[src/rtl/sa_iport_req.sv]
// sa_iport_req: per-input-port matrix arbiter feeding the switch allocator and registering ST control
module sa_iport_req #(
  parameter int N = 5,
  parameter int V = 4,
  parameter int VW = 2,
  parameter int LOCK_PKT = 0
) (
  input  logic           clk,
  input  logic           rst,
  input  logic [V-1:0]   vc_valid,
  input  logic [V*N-1:0] vc_outport,
  input  logic [V-1:0]   vc_credit_ok,
  input  logic [V-1:0]   vc_tail,
  output logic [N-1:0]   reqSA,
  input  logic           inputGrantSA,
  output logic [V-1:0]   vc_pop,
  output logic           st_valid,
  output logic [VW-1:0]  st_vc,
  output logic [N-1:0]   st_outport,
  output logic [V-1:0]   vc_release
);
  typedef enum logic {IDLE, LOCKED} state_t;
  state_t state_q, state_d;
  logic [V-1:0][V-1:0] pri_q;
  logic [VW-1:0] lock_vc, grant_idx;
  logic [V-1:0] lock_mask, eligible, beaten, winner, grant;
  logic tail_grant, any_grant;
  always_ff @(posedge clk)
    state_q <= rst ? IDLE : state_d;
  always_comb begin
    state_d = state_q;
    if (LOCK_PKT == 0)
      state_d = IDLE;
    else if (state_q == IDLE)
      state_d = (any_grant && !tail_grant) ? LOCKED : IDLE;
    else
      state_d = tail_grant ? IDLE : LOCKED;
  end
  always_comb
    lock_mask = (state_q == LOCKED) ? (V'(1) << lock_vc) : '1;
  assign eligible = vc_valid & vc_credit_ok & lock_mask & ~{V{rst}};
  always_comb begin
    beaten = '0;
    for (int v = 0; v < V; v++)
      for (int u = 0; u < V; u++)
        beaten[v] = beaten[v] | (eligible[u] & pri_q[u][v]);
  end
  assign winner = eligible & ~beaten;
  always_comb begin
    reqSA = '0;
    for (int v = 0; v < V; v++)
      reqSA = reqSA | (winner[v] ? vc_outport[v*N +: N] : '0);
  end
  assign grant = winner & {V{inputGrantSA & |reqSA}};
  assign vc_pop = grant;
  assign any_grant = |grant;
  assign tail_grant = |(grant & vc_tail);
  always_comb begin
    grant_idx = '0;
    for (int v = 0; v < V; v++)
      grant_idx = grant_idx | (grant[v] ? VW'(v) : '0);
  end
  always_ff @(posedge clk) begin
    if (rst) begin
      for (int i = 0; i < V; i++)
        for (int j = 0; j < V; j++)
          pri_q[i][j] <= (i < j);
    end else if ((LOCK_PKT != 0) ? tail_grant : any_grant) begin
      for (int i = 0; i < V; i++)
        for (int j = 0; j < V; j++)
          pri_q[i][j] <= grant[i] ? 1'b0 : grant[j] ? 1'b1 : pri_q[i][j];
    end
  end
  always_ff @(posedge clk) begin
    if (rst)
      lock_vc <= '0;
    else if (LOCK_PKT != 0 && state_q == IDLE && any_grant && !tail_grant)
      lock_vc <= grant_idx;
  end
  always_ff @(posedge clk) begin
    if (rst) begin
      st_valid   <= 1'b0;
      st_vc      <= '0;
      st_outport <= '0;
      vc_release <= '0;
    end else begin
      st_valid   <= any_grant;
      st_vc      <= grant_idx;
      st_outport <= any_grant ? reqSA : '0;
      vc_release <= grant & vc_tail;
    end
  end
  assert property (@(posedge clk) disable iff (rst) !(inputGrantSA && ~|reqSA))
    else $warning("sa_iport_req: grant without request ignored");
endmodule

[config.mk]
export PLATFORM = sky130hd
export DESIGN_NAME = sa_iport_req
export DESIGN_NICKNAME = d
export VERILOG_FILES = /design/src/rtl/sa_iport_req.sv
export SDC_FILE = /design/constraint.sdc
export NUM_CORES = 1
export LEC_CHECK = 0
export CAP_MARGIN = 20
export CORE_MARGIN = 2
export CORE_UTILIZATION = 39
export DETAILED_ROUTE_END_ITERATION = 7
export PLACE_DENSITY = 0.78
export SETUP_SLACK_MARGIN = 0.4
export SLEW_MARGIN = 5
export SYNTH_ARGS = -nofsm -noshare
export SYNTH_HDL_FRONTEND = slang
export SYNTH_SLANG_ARGS = --single-unit
[constraint.sdc]
create_clock -name clk -period 2.3 [get_ports clk]
set_input_delay 0.23 -clock clk [delete_from_list [all_inputs] [get_ports clk]]
set_output_delay 0.23 -clock clk [all_outputs]
set_load 0.02 [all_outputs]
==> results_dict.tcl, run 1 <==
set metrics [dict create \
    status "complete, but fails checks" \
    violations "negative setup slack" \
    place_inst 230 \
    cts.reportedPaths.clkPinSlew_ns 0.14 \
    cp-start-kind "register" \
    gr-usage-met2_pct 45.6 \
    cts_buffer_depth 2 \
    grt_pass1_vias 1349 \
    ys_ff_latch 24 \
    r2r_cells 13 \
    clk_latency_ns 0.33 \
    holdWs_ns 0.408 \
    diodes 0 \
    nFillCells 170 \
    area_growth_pct 99.2 \
    num_vias 1300 \
    drive_gt1_share_pct 47.7 \
    die_height_um 57.7 \
    grt_max_degree 14 \
    slew_viol_final 0 \
    initial_core_util_pct 40.8 \
    cp_top_family "simple AND/OR/NAND/NOR gates" \
    grt_overflow 0 \
    cts_buffers 3 \
    dr.pass1.iters 4 \
    synth-main-ff-cell "dfxtp_1" \
    grt_pass1_wl_um 6150 \
    grtUsageTotal_pct 24.1 \
    netlist.top_cell.by_area "dfxtp_1" \
    mappedNetlistNets 157 \
    grtUsageMet3_pct 4.46 \
    vdd_ir_drop_max_mv 0.449 \
    cts-root-buf "clkbuf_4" \
    final_common_cell "clkdlybuf4s50_1" \
    r2r_end "vc_release[0]" \
    critical-path-max-stage-delay_ns 0.38 \
    finClkSkew_ns 0.0131 \
    numPortBuffers 55 \
    rsz0062_at_grt "true" \
    antenna_found_initial 0 \
    nets 256 \
    syn_inst 122 \
    clkSinkCount 24 \
    post_drt_wl_per_cell_um 15.5 \
    ys_top_cells_by_area "dfxtp_1 (43%), and2_1 (5.0%), a211oi_2 (4.4%), inv_1 (4.3%), nand2_1 (3.3%)" \
    critPathMaxFanout 5 \
    hpwlAfterDp_um 2620 \
    final_cell_count_no_fill 251 \
    arrival_ns 2.09 \
    hold_viol 0 \
    finalCriticalPeriod_ns 2.32 \
    syn_avg_cell_area_um2 9.23 \
    async_flop_share_pct 0 \
    place.gp.congestion 0.917 \
    tightest_slew_ns 0.279 \
    gr-max-usage-layer "met2" \
    min_from "rst" \
    r2r_start "pri_q[6]" \
    synth_edf_count 0 \
    worst_slack_ns -0.0218 \
    drt_iter0_markers 50 \
    routed_wl_um 3890 \
    hold_end "pri_q[14]" \
    maxCapViolCount 0 \
    drc 0 \
    rows 19 \
    vias_per_cell 5.18 \
    synth.distinct_cells 30 \
    p_per_area_nw_per_um2 446 \
    core_area_um2 2760 \
    fmax_ghz 0.431 \
    cellLeakagePower_nw 0.975 \
    end_kind "output pin" \
    io_pins 56 \
    crit_chain "nand3_1, and4_4, buf_12, a22oi_2, o211ai_1, buf_4, nor2_4, a21o_4, inv_4, buf_6" \
    synth_top_cell_area_share_pct 42.7 \
    cts_max_level 1 \
    final_cell_mix "clkdlybuf4s50_1 (37), buf_4 (29), buf_6 (23)" \
    hp-class "in2reg" \
    whs_path_depth 3 \
    fp.dieArea_um2 3330 \
    setup_violations 4 \
    yosysWarnings 0 \
    reg2reg_setup_slack_ns 0.15 \
    post-route-period-util_pct 101 \
    slowest_stage "dfxtp_1" \
    synth_area_um2 1130 \
    die_w_um 57.7 \
    grt_util_met1_pct 26.4 \
    cp.required_ns 2.07 \
    ys_seq_area_share_pct 42.7 \
    worstSetupPathType "reg2out" \
    slew_headroom_pct 81.4 \
    final_antenna_net_count 0 \
    critPathBufInv 4 \
    tritoncts "done" \
]
-- registers in the layout, summed over array words and instances, names as in the netlist --
| name | flops |
|---|---|
| st_outport | 5 |
| st_valid | 1 |
| vc_release | 4 |
| pri_q | 12 |
| st_vc | 2 |
-- where the power goes --
group          total [mW]  switching (mW)  internal, mW
sequential          0.444         0.00839         0.435
clock               0.230           0.133        0.0970
combinational       0.327           0.136         0.191
-- worst max path at each step --
stage | startpoint | end | slack [ns] | cells after the start
after detailed placement | rst | vc_pop[3] | -0.73 | 9
after global placement | rst | vc_pop[3] | -0.67 | 9
final | pri_q[6] | vc_pop[3] | -0.02 | 10
after CTS | pri_q[2] | vc_pop[2] | 0.03 | 10
after global routing | pri_q[2] | vc_pop[1] | -0.08 | 10
after floorplan | rst | vc_pop[0] | 0.25 | 8
-- Yosys cell counts (2+ instances only) --
library cell,count
a211oi_2,4
and3b_1,3
a211oi_1,2
a21o_2,3
nand3_1,5
nand2_1,10
a32oi_1,2
a21oi_1,6
dfxtp_1,24
nor2_1,10
and4_1,2
and2_1,9
o211ai_1,2
nand4b_1,4
buf_6,3
o211ai_2,2
inv_2,3
inv_1,13
a22oi_1,4
-- worst reg2reg max path: stages, from the launching register on --
cell and delay [ns]:
dfxtp_1 0.38, nand3_1 0.09, and4_4 0.21, buf_12 0.13
a22oi_2 0.13, o211ai_1 0.15, buf_4 0.17, nor2_4 0.18
a21o_4 0.16, inv_4 0.04, buf_6 0.10, buf_6 0.10
buf_6 0.12, and2_4 0.12
-- final cells by class --
class | count | area [um^2] | share of cell area, %
repair buffers | 100 | 960 | 42.8
inverters | 16 | 72.6 | 3.23
well taps | 31 | 38.8 | 1.73
multi-input cells | 76 | 652 | 29.1
clock buffers | 4 | 36.3 | 1.62
flip-flops and latches | 24 | 484 | 21.6
-- timing repair --
| action | in CTS | in global routing |
|---|---|---|
| resized for setup | 88 | 20 |
| endpoints found under the setup margin | 28 | 28 |
| pin swaps | 21 | 17 |
| hold buffers | 0 | 0 |
| setup buffers | 11 | 6 |
-- cell families after synthesis --
kind of cell | count (synthesis) | synth area share, %
buffers and inverters | 22 | 9.44
DFF | 24 | 42.7
and+or+nand+nor | 47 | 24.4
AOI/OAI and AO/OA | 29 | 23.4
-- metal layers --
metal / vias to the layer above / share of wire (%)
met2: 70 / 52
met5: - / 0
met4: 0 / 1.7
li1: 618 / -
met3: 6 / 8.9
met1: 606 / 37
-- metrics by stage --
step / util (%) / power, mW / setup WS, ns / instance area, um^2 / TNS, ns
2_1_floorplan: - / 0.553 / 0.250 / 1150 / 0
3_3_place_gp: 69.0 / 0.692 / -0.668 / 1900 / -7.36
3_5_place_dp: 69.0 / 0.696 / -0.730 / 1900 / -9.04
4_1_cts: 77.4 / 0.962 / 0.0264 / 2130 / 0
5_1_grt: 81.4 / 1.04 / -0.0833 / 2240 / -0.317
6_report: 81.4 / 1.00 / -0.0218 / 2240 / -0.0745
(Power assumes the default switching activity.)
==> run 2: changes to the inputs <==
SETUP_SLACK_MARGIN = default   (was 0.4)
==> run 2 against run 1 <==
- the run still ends with negative setup slack left
- critical path depth fell by 1
- clock power rose by 2%
- global-route usage fell by 1.4 points
- first-iteration DRC count fell by 10%
- cell area fell by 6.5%
- clock skew fell by 0.0047 ns
- combinational power fell by 11%
- die area did not move
- sequential cell count did not move
==> results_dict.tcl, run 2 (synthesized netlist as in run 1, its figures left out) <==
set metrics [dict create \
    status "complete, but fails checks" \
    postLayoutCellArea_um2 2100 \
    reg_top3 "pri_q (12), st_outport (5), vc_release (4)" \
    vias_per_cell 5.18 \
    diodes 0 \
    largest_register "pri_q" \
    setup_violations 2 \
    maxCapViolCount 0 \
    hold_viol 0 \
    largest_reg_flops 12 \
    hpwlAfterDp_um 2670 \
    cts_buffers 3 \
    core_area_um2 2760 \
    dr.pass1.iters 4 \
    vdd_ir_drop_max_mv 0.390 \
    r2r_end "pri_q[9]" \
    arrival_ns 2.07 \
    violations "negative setup slack" \
    cp.required_ns 2.07 \
    antenna_found_initial 0 \
    clk_latency_ns 0.33 \
    io_pins 56 \
    cts_max_level 1 \
    area_growth_pct 86.2 \
    initial_core_util_pct 40.8 \
    hold_end "pri_q[13]" \
    routed_wl_um 3990 \
    slew_viol_final 0 \
    num_vias 1279 \
    fin_setup_tns_ns -0.00675 \
    hold_buffers 0 \
    final_cell_mix "buf_4 (41), clkdlybuf4s50_1 (37), dfxtp_1 (16)" \
    hp-class "in2reg" \
    finalPower_mw 0.971 \
    critPathMaxFanout 6 \
    slew_headroom_pct 78.3 \
    finalCriticalPeriod_ns 2.30 \
    fmax_ghz 0.434 \
    whs_path_depth 3 \
    r2r_cells 9 \
    final_antenna_net_count 0 \
    min_from "rst" \
    final_common_cell "buf_4" \
    nets 252 \
    place.gp.congestion 0.945 \
    grt_pass1_wl_um 5720 \
    p_per_area_nw_per_um2 463 \
    die_w_um 57.7 \
    drc 0 \
    grtUsageTotal_pct 22.8 \
    grt_overflow 0 \
    tightest_slew_ns 0.326 \
    post_drt_wl_per_cell_um 16.1 \
    clkSinkCount 24 \
    grt_max_degree 14 \
    numPortBuffers 55 \
    rows 19 \
    cts.reportedPaths.clkPinSlew_ns 0.14 \
    place_area_um2 1890 \
    die_height_um 57.7 \
    holdWs_ns 0.206 \
    reg2reg_setup_slack_ns 0.22 \
    drive_gt1_share_pct 40.3 \
    rsz0062_at_grt "true" \
    worst_slack_ns -0.00421 \
    cts_buffer_depth 2 \
    tritoncts "done" \
    r2r_start "pri_q[1]" \
    cellLeakagePower_nw 0.946 \
    nFillCells 199 \
    end_kind "output pin" \
    worstSetupPathType "reg2out" \
    grt_pass1_vias 1245 \
    fp.dieArea_um2 3330 \
    drt_iter0_markers 45 \
    postLayoutCoreUtil_pct 76.0 \
    post-route-period-util_pct 100 \
    cp-start-kind "register" \
    finClkSkew_ns 0.00837 \
    cts-root-buf "clkbuf_4" \
]
-- run 2: changes by cell type in the layout (fill, tap and decap cells not counted), moves of 5 or more --
cell     change
buf_6       -20
buf_4       +12
a21oi_1      +6
a21oi_2      -6
dfxtp_1      -5
dfxtp_2      +5
-- run 2: worst max path at each step --
stage,from,cells after the start,to
after global placement,rst,10,vc_pop[0]
final,pri_q[4],9,vc_pop[3]
after global routing,pri_q[8],9,vc_pop[0]
after CTS,rst,8,reqSA[1]
after detailed placement,rst,9,vc_pop[0]
after floorplan,rst,8,vc_pop[0]
-- run 2: area by class of cell --
type	instances	area, um^2	share of cell area, %
tap	31	38.8	1.85
clock buffer	4	36.3	1.73
timing repair buffer	96	840	40.0
sequential	24	490	23.4
inverter	16	62.6	2.98
multi-input combinational	76	629	30.0
-- run 2: repair_timing --
item                       CTS  global route
setup endpoints to repair    9             6
pin swaps                    8             5
cloned                       0             1
gates resized for setup     40            27
buffers inserted             9             2
-- run 2: metrics by stage --
| step | setup WS (ns) | instances |
|---|---|---|
| 2_1_floorplan | 0.166 | 122 |
| 3_3_place_gp | -0.587 | 231 |
| 3_5_place_dp | -0.661 | 231 |
| 4_1_cts | 0.0144 | 244 |
| 5_1_grt | -0.100 | 247 |
| 6_report | -0.00421 | 247 |
-- run 2: power by group --
| group | switching (mW) | internal, mW | leakage, nW |
|---|---|---|---|
| sequential | 0.00876 | 0.436 | 0.196 |
| clock | 0.138 | 0.0970 | 0.0210 |
| combinational | 0.127 | 0.165 | 0.728 |
-- run 2: worst max-delay path, stage by stage, from the launching register on --
cell      delay [ns]
dfxtp_2         0.35
nand4b_1        0.11
and4_4          0.23
a22oi_2         0.22
o211ai_1        0.13
buf_4           0.16
nor2_4          0.17
a21o_2          0.18
inv_2           0.04
buf_4           0.15
-- run 2: routing by layer --
layer / vias up / part of all wire (%) / GRT usage (%)
li1: 609 / - / -
met1: 595 / 39 / 25.2
met2: 66 / 50 / 42.5
met3: 9 / 8.6 / 5.13
met4: 0 / 2.1 / 7.64
met5: - / 0 / 0
